`src/rtl/pipe_stall_ctrl_if.sv`:
```
// Hazard/handshake bundle between the ID/MEM stages and the stall scheduler.
// Valid/ready note: no ready path exists here; dmem_req is qualified by dmem_ack in the same cycle.
interface pipe_stall_ctrl_if #(
    parameter int CNT_W = 16
);
    logic             id_valid;
    logic             load_dep;
    logic [1:0]       pcsource;
    logic             mdu_op;
    logic             dmem_req;
    logic             dmem_ack;

    logic             pc_we;
    logic             ifid_we;
    logic             ifid_flush;
    logic             idex_bubble;
    logic             ex_hold;
    logic             mem_hold;
    logic             mdu_busy;
    logic [CNT_W-1:0] stall_count;

    // Pipeline side: raises hazards, consumes enables.
    modport master (
        output id_valid, load_dep, pcsource, mdu_op, dmem_req, dmem_ack,
        input  pc_we, ifid_we, ifid_flush, idex_bubble, ex_hold, mem_hold, mdu_busy,
        input  stall_count
    );

    // Scheduler side.
    modport slave (
        input  id_valid, load_dep, pcsource, mdu_op, dmem_req, dmem_ack,
        output pc_we, ifid_we, ifid_flush, idex_bubble, ex_hold, mem_hold, mdu_busy,
        output stall_count
    );
endinterface

```
`src/rtl/pipe_stall_ctrl.sv`:
```
// Central stall/flush scheduler for the 5-stage pipeline: turns ID hazards and the MEM
// handshake into PC / IF/ID / ID/EX controls, and counts cycles where the PC is frozen.
module pipe_stall_ctrl #(
    parameter int MDU_LAT    = 4,
    parameter int LD_BUBBLES = 1,
    parameter int CNT_W      = 16
) (
    input  logic                 clk,
    input  logic                 clr,
    pipe_stall_ctrl_if.slave     bus,
    output logic [1:0]           dbg_state,
    output logic [3:0]           dbg_cnt
);

    typedef enum logic [1:0] {
        ST_RUN      = 2'd0,
        ST_LD_STALL = 2'd1,
        ST_MDU_BUSY = 2'd2,
        ST_MEM_WAIT = 2'd3
    } state_t;

    localparam logic [3:0] MDU_INIT = 4'(MDU_LAT - 1);
    // The detect cycle in RUN is already the first bubble, so LD_STALL covers the rest.
    localparam logic [3:0] LD_INIT  = (LD_BUBBLES > 1) ? 4'(LD_BUBBLES - 2) : 4'd0;
    localparam logic [CNT_W-1:0] CNT_ONE = {{(CNT_W-1){1'b0}}, 1'b1};

    state_t           state_q, state_d;
    logic [3:0]       cnt_q, cnt_d;
    logic [CNT_W-1:0] stall_count_q, stall_count_d;

    logic mem_stall;
    logic redirect;
    logic pc_we;
    logic ifid_we;
    logic ifid_flush;
    logic idex_bubble;
    logic ex_hold;
    logic mem_hold;
    logic mdu_busy;

    always_comb begin
        mem_stall   = bus.dmem_req & ~bus.dmem_ack;
        redirect    = (bus.pcsource != 2'b00);

        state_d     = state_q;
        cnt_d       = cnt_q;
        pc_we       = 1'b1;
        ifid_we     = 1'b1;
        ifid_flush  = 1'b0;
        idex_bubble = 1'b0;
        ex_hold     = 1'b0;
        mem_hold    = 1'b0;
        mdu_busy    = 1'b0;

        if (clr) begin
            pc_we       = 1'b0;
            ifid_we     = 1'b0;
            ifid_flush  = 1'b1;
            idex_bubble = 1'b1;
            state_d     = ST_RUN;
            cnt_d       = 4'd0;
        end else begin
            unique case (state_q)
                // MEM_WAIT only differs from RUN while the access is still outstanding.
                ST_RUN, ST_MEM_WAIT: begin
                    if (mem_stall) begin
                        pc_we    = 1'b0;
                        ifid_we  = 1'b0;
                        mem_hold = 1'b1;
                        state_d  = ST_MEM_WAIT;
                    end else begin
                        state_d = ST_RUN;
                        if (bus.id_valid && bus.mdu_op) begin
                            cnt_d   = MDU_INIT;
                            state_d = ST_MDU_BUSY;
                        end else if (bus.id_valid && bus.load_dep) begin
                            pc_we       = 1'b0;
                            ifid_we     = 1'b0;
                            idex_bubble = 1'b1;
                            cnt_d       = LD_INIT;
                            state_d     = (LD_BUBBLES > 1) ? ST_LD_STALL : ST_RUN;
                        end else if (bus.id_valid && redirect) begin
                            ifid_flush = 1'b1;
                        end
                    end
                end
                ST_MDU_BUSY: begin
                    pc_we    = 1'b0;
                    ifid_we  = 1'b0;
                    mdu_busy = 1'b1;
                    if (mem_stall) begin
                        mem_hold = 1'b1;
                    end else begin
                        ex_hold = 1'b1;
                        if (cnt_q == 4'd0) state_d = ST_RUN;
                        else               cnt_d   = cnt_q - 4'd1;
                    end
                end
                ST_LD_STALL: begin
                    pc_we   = 1'b0;
                    ifid_we = 1'b0;
                    if (mem_stall) begin
                        mem_hold = 1'b1;
                    end else begin
                        idex_bubble = 1'b1;
                        if (cnt_q == 4'd0) state_d = ST_RUN;
                        else               cnt_d   = cnt_q - 4'd1;
                    end
                end
                default: state_d = ST_RUN;
            endcase
        end

        if (clr)                          stall_count_d = '0;
        else if (!pc_we && !(&stall_count_q)) stall_count_d = stall_count_q + CNT_ONE;
        else                              stall_count_d = stall_count_q;
    end

    always_ff @(posedge clk) begin
        state_q       <= state_d;
        cnt_q         <= cnt_d;
        stall_count_q <= stall_count_d;
    end

    assign bus.pc_we       = pc_we;
    assign bus.ifid_we     = ifid_we;
    assign bus.ifid_flush  = ifid_flush;
    assign bus.idex_bubble = idex_bubble;
    assign bus.ex_hold     = ex_hold;
    assign bus.mem_hold    = mem_hold;
    assign bus.mdu_busy    = mdu_busy;
    assign bus.stall_count = stall_count_q;
    assign dbg_state       = state_q;
    assign dbg_cnt         = cnt_q;

endmodule
```
`src/flat_wrapper.sv`:
```
// flat-port wrapper written by rule: the top's interface ports become plain ports
module pipe_stall_ctrl_flat 
#(
    parameter int MDU_LAT    = 4,
    parameter int LD_BUBBLES = 1,
    parameter int CNT_W      = 16
)
  (clk, clr, dbg_state, dbg_cnt, bus_id_valid, bus_load_dep, bus_pcsource, bus_mdu_op, bus_dmem_req, bus_dmem_ack, bus_pc_we, bus_ifid_we, bus_ifid_flush, bus_idex_bubble, bus_ex_hold, bus_mem_hold, bus_mdu_busy, bus_stall_count);
  pipe_stall_ctrl_if #(.CNT_W(CNT_W)) bus_i ();
  input  logic clk;
  input  logic clr;
  output logic [1:0] dbg_state;
  output logic [3:0] dbg_cnt;
  input wire logic [$bits(bus_i.id_valid)-1:0] bus_id_valid;
  input wire logic [$bits(bus_i.load_dep)-1:0] bus_load_dep;
  input wire logic [$bits(bus_i.pcsource)-1:0] bus_pcsource;
  input wire logic [$bits(bus_i.mdu_op)-1:0] bus_mdu_op;
  input wire logic [$bits(bus_i.dmem_req)-1:0] bus_dmem_req;
  input wire logic [$bits(bus_i.dmem_ack)-1:0] bus_dmem_ack;
  output wire logic [$bits(bus_i.pc_we)-1:0] bus_pc_we;
  output wire logic [$bits(bus_i.ifid_we)-1:0] bus_ifid_we;
  output wire logic [$bits(bus_i.ifid_flush)-1:0] bus_ifid_flush;
  output wire logic [$bits(bus_i.idex_bubble)-1:0] bus_idex_bubble;
  output wire logic [$bits(bus_i.ex_hold)-1:0] bus_ex_hold;
  output wire logic [$bits(bus_i.mem_hold)-1:0] bus_mem_hold;
  output wire logic [$bits(bus_i.mdu_busy)-1:0] bus_mdu_busy;
  output wire logic [$bits(bus_i.stall_count)-1:0] bus_stall_count;
  assign bus_i.id_valid = bus_id_valid;
  assign bus_i.load_dep = bus_load_dep;
  assign bus_i.pcsource = bus_pcsource;
  assign bus_i.mdu_op = bus_mdu_op;
  assign bus_i.dmem_req = bus_dmem_req;
  assign bus_i.dmem_ack = bus_dmem_ack;
  assign bus_pc_we = bus_i.pc_we;
  assign bus_ifid_we = bus_i.ifid_we;
  assign bus_ifid_flush = bus_i.ifid_flush;
  assign bus_idex_bubble = bus_i.idex_bubble;
  assign bus_ex_hold = bus_i.ex_hold;
  assign bus_mem_hold = bus_i.mem_hold;
  assign bus_mdu_busy = bus_i.mdu_busy;
  assign bus_stall_count = bus_i.stall_count;
  pipe_stall_ctrl #(.MDU_LAT(MDU_LAT), .LD_BUBBLES(LD_BUBBLES), .CNT_W(CNT_W)) u_core (.clk(clk), .clr(clr), .bus(bus_i), .dbg_state(dbg_state), .dbg_cnt(dbg_cnt));
endmodule
```
`config.mk`:
```
export PLATFORM = sky130hd
export DESIGN_NAME = pipe_stall_ctrl_flat
export DESIGN_NICKNAME = d
export VERILOG_FILES = /design/src/rtl/pipe_stall_ctrl_if.sv /design/src/rtl/pipe_stall_ctrl.sv /design/src/flat_wrapper.sv
export SDC_FILE = /design/constraint.sdc
export NUM_CORES = 1
export LEC_CHECK = 0
export ABC_AREA = 1
export CORE_MARGIN = 10
export CORE_UTILIZATION = 46
export CTS_CLUSTER_SIZE = 24
export DETAILED_ROUTE_END_ITERATION = 10
export MAX_ROUTING_LAYER = met4
export PLACE_DENSITY = 0.77
export REMOVE_ABC_BUFFERS = 1
export SYNTH_ARGS = -nofsm -noshare
export SYNTH_HDL_FRONTEND = slang
export SYNTH_SLANG_ARGS = --single-unit
```
`constraint.sdc`:
```
create_clock -name clk -period 3.12 [get_ports clk]
set_clock_uncertainty 0.2 [all_clocks]
set_input_delay 0.468 -clock clk [delete_from_list [all_inputs] [get_ports clk]]
set_output_delay 0.468 -clock clk [all_outputs]
set_load 0.02 [all_outputs]
```
==> results.sh <==
export IMPL_status="complete, no violations"
export IMPL_dpl_cell_area_um2=1790
export IMPL_clock_fmax_mhz=337
export IMPL_finalSetupViolCount=0
export IMPL_min_delay_worst_endpoint="u_core.dbg_cnt[1]"
export IMPL_p_leak_nw=0.756
export IMPL_synth_area_top_cells="dfxtp_1, nand2_1, nor2_1"
export IMPL_overflow=0
export IMPL_r2r_slack_ns=1.01
export IMPL_crit_slowest_cell="clkdlybuf4s50_1"
export IMPL_crit_chain="inv_1, ha_2, inv_2, nor2_4, nand3_2, inv_2, clkdlybuf4s50_1"
export IMPL_ioPinCount=38
export IMPL_ys_top_cells_by_count="nand2_1, nor2_1, dfxtp_1"
export IMPL_hold_violations=0
export IMPL_yosysSeqAreaShare_pct=31.3
export IMPL_hold_ws_ns=0.312
export IMPL_worst_pin_slew_ns=0.455
export IMPL_rows=20
export IMPL_reg2reg_depth=10
export IMPL_hpwl_um=2630
export IMPL_rr_endpoint="u_core.bus.stall_count[14]"
export IMPL_min_period_ns=2.97
export IMPL_dp_slack_ns=0.345
export IMPL_r2r_start="u_core.dbg_state[0]"
export IMPL_fp_dieW_um=75.3
export IMPL_grt_usage_pct=13.1
export IMPL_cp_required_ns=2.45
export IMPL_design_core_area_um2=2980
export IMPL_yosys_cell_types_count=26
export IMPL_area_growth_pct=31.6
export IMPL_yosysMostFrequentCell="nand2_1"
export IMPL_worstSetupEndpointType="output pin"
export IMPL_first_pass_iters=4
export IMPL_crit_buf_inv=4
export IMPL_slew_violations=0
export IMPL_drive_gt1_share_pct=9.92
export IMPL_grt_max_degree=14
export IMPL_yosys_warnings=0
export IMPL_p_per_area_nw_per_um2=417
export IMPL_clockRootBuffer="clkbuf_4"
export IMPL_cp_arrival_ns=2.30
export IMPL_clk_pin_slew_ns=0.13
export IMPL_initial_core_util_pct=47.2
export IMPL_num_antenna_cells=0
export IMPL_viasPerCell=4.98
export IMPL_grt_antenna_before_repair=0
export IMPL_drcViolationCount=0
export IMPL_routed_wl_um=3360
export IMPL_syn_avg_cell_area_um2=6.57
export IMPL_ys_async_sr_fraction_pct=0
export IMPL_min_path_type="register to register"
export IMPL_syn_area_um2=1410
export IMPL_cts_max_level=1
export IMPL_cts_buffers=3
export IMPL_nNetsFinal=267
export IMPL_drtIter0Drc=83
export IMPL_cts_hold_fix_buffers=0
export IMPL_maxCapViolCount=0
export IMPL_fin_util_pct=62.1
export IMPL_path_max_fanout=10
export IMPL_syn_inst=214
export IMPL_clock_sinks=22
export IMPL_relSlewSlack_pct=69.6
export IMPL_post_cts_buffers=0
export IMPL_vdd_ir_drop_max_uv=213
export IMPL_path_common_cell="inv_2"
export IMPL_start_kind="register"
export IMPL_antenna_left=0
export IMPL_die_h_um=75.3
export IMPL_vias=1420
export IMPL_fin_area_um2=1850
export IMPL_critical_path_max_stage_delay_ns=0.62
export IMPL_yosys_area_top_type="dfxtp_1"
export IMPL_hold_depth=2
export IMPL_cp_top_family="buffers and inverters"
export IMPL_grt_pass1_wl_um=5830
export IMPL_crit_type="register to output pin"
export IMPL_cts_tree="built"
export IMPL_die_area_um2=5670
export IMPL_clk_path_buf_depth=2
export IMPL_wl_per_cell_um=11.8
export IMPL_setup_ws_ns=0.153
export IMPL_hold_start="u_core.dbg_cnt[1]"
export IMPL_yosysTopAreaCellShare_pct=31.3
export IMPL_place_congestion=0.837
export IMPL_fin_crit_sh_pct=95.1
export IMPL_grt_setup_unrepaired="false"
export IMPL_port_buffers=37
export IMPL_totalNegativeSetupSlack_ns=0
export IMPL_synth_edf_count=0
export IMPL_first_global_vias=1386
export IMPL_synth_top_flop_cell="dfxtp_1"
export IMPL_worstSkewPairLatency_ns=0.31
export IMPL_synth_seq_cells=22
[sequential cells by signal (all words and copies together) (netlist names)]
name and flops:
u_core.bus.stall_count 16, u_core.dbg_state 2, u_core.dbg_cnt 4
[cells by family after synthesis]
logic type | share of synthesized area, %
and+or+nand+nor | 41.6
AOI/OAI and AO/OA | 10.4
buffers and inverters | 8.45
DFF | 31.3
xor gates and xnor gates | 3.74
adders and majority gates | 4.45
[report_power, final]
part | total (W) | internal [W] | switching (W)
registers | 0.000325 | 0.000301 | 0.0000235
logic | 0.000224 | 0.0000985 | 0.000126
clock network | 0.000223 | 0.000130 | 0.0000928
[worst min-delay path, delay by kind of cell (launching register included)]
| family | cells | cell delay, ns |
|---|---|---|
| DFF | 1 | 0.35 |
| buffers and inverters | 1 | 0.07 |
| AOI/OAI and AO/OA | 1 | 0.06 |
[metal layers]
| layer | vias up | wire length, µm | part of all wire (%) | GRT usage, % |
|---|---|---|---|---|
| met2 | 30 | 1590 | 47 | 21.9 |
| li1 | 759 | - | - | - |
| met1 | 624 | 1540 | 46 | 15.1 |
| met3 | 7 | 179 | 5.3 | 3.13 |
| met5 | - | 0 | 0 | - |
| met4 | 0 | 47 | 1.4 | 4.54 |
[final cells by class]
| type | count | area, µm² |
|---|---|---|
| Clock buffer | 3 | 22.5 |
| Clock inverter | 1 | 30.0 |
| Fill cell | 283 | 1130 |
| Inverter | 19 | 71.3 |
| Multi-Input combinational cell | 167 | 850 |
| Sequential cell | 22 | 440 |
| Tap cell | 33 | 41.3 |
| Timing Repair Buffer | 40 | 395 |
[what timing repair did]
item / CTS / global route
gates resized for setup: 0 / 2
setup endpoints to repair: 0 / 2
endpoints found under the hold margin: 0 / 0
[metrics by stage]
| step | power (W) | std cells |
|---|---|---|
| 3_3_place_gp | 0.000555 | 281 |
| 4_1_cts | 0.000780 | 285 |
| 2_1_floorplan | 0.000462 | 208 |
| 5_1_grt | 0.000820 | 285 |
| 3_5_place_dp | 0.000557 | 281 |
| 6_report | 0.000772 | 285 |
[how the worst max path moves through the flow]
| stage | startpoint | end | cells past startpoint |
|---|---|---|---|
| global route | u_core.dbg_state[0] | bus_pc_we | 7 |
| floorplan | u_core.dbg_state[0] | bus_ifid_flush | 4 |
| CTS | u_core.dbg_state[0] | bus_ifid_we | 7 |
| detailed placement | clr | bus_ifid_we | 5 |
| global placement | bus_dmem_ack | bus_ifid_flush | 6 |
| finish | u_core.dbg_state[0] | bus_pc_we | 7 |
[layout by cell type (no fill, tap or decap), types with 4 or more instances in the layout]
cell             count
nand3_1             18
inv_1               16
nand2_1             51
nor2_1              40
a21oi_1             16
dfxtp_1             22
ha_1                 4
clkdlybuf4s50_1     36
o21ai_0              7
nor2_4               4
Note: power is estimated with default switching activity, not from simulation.
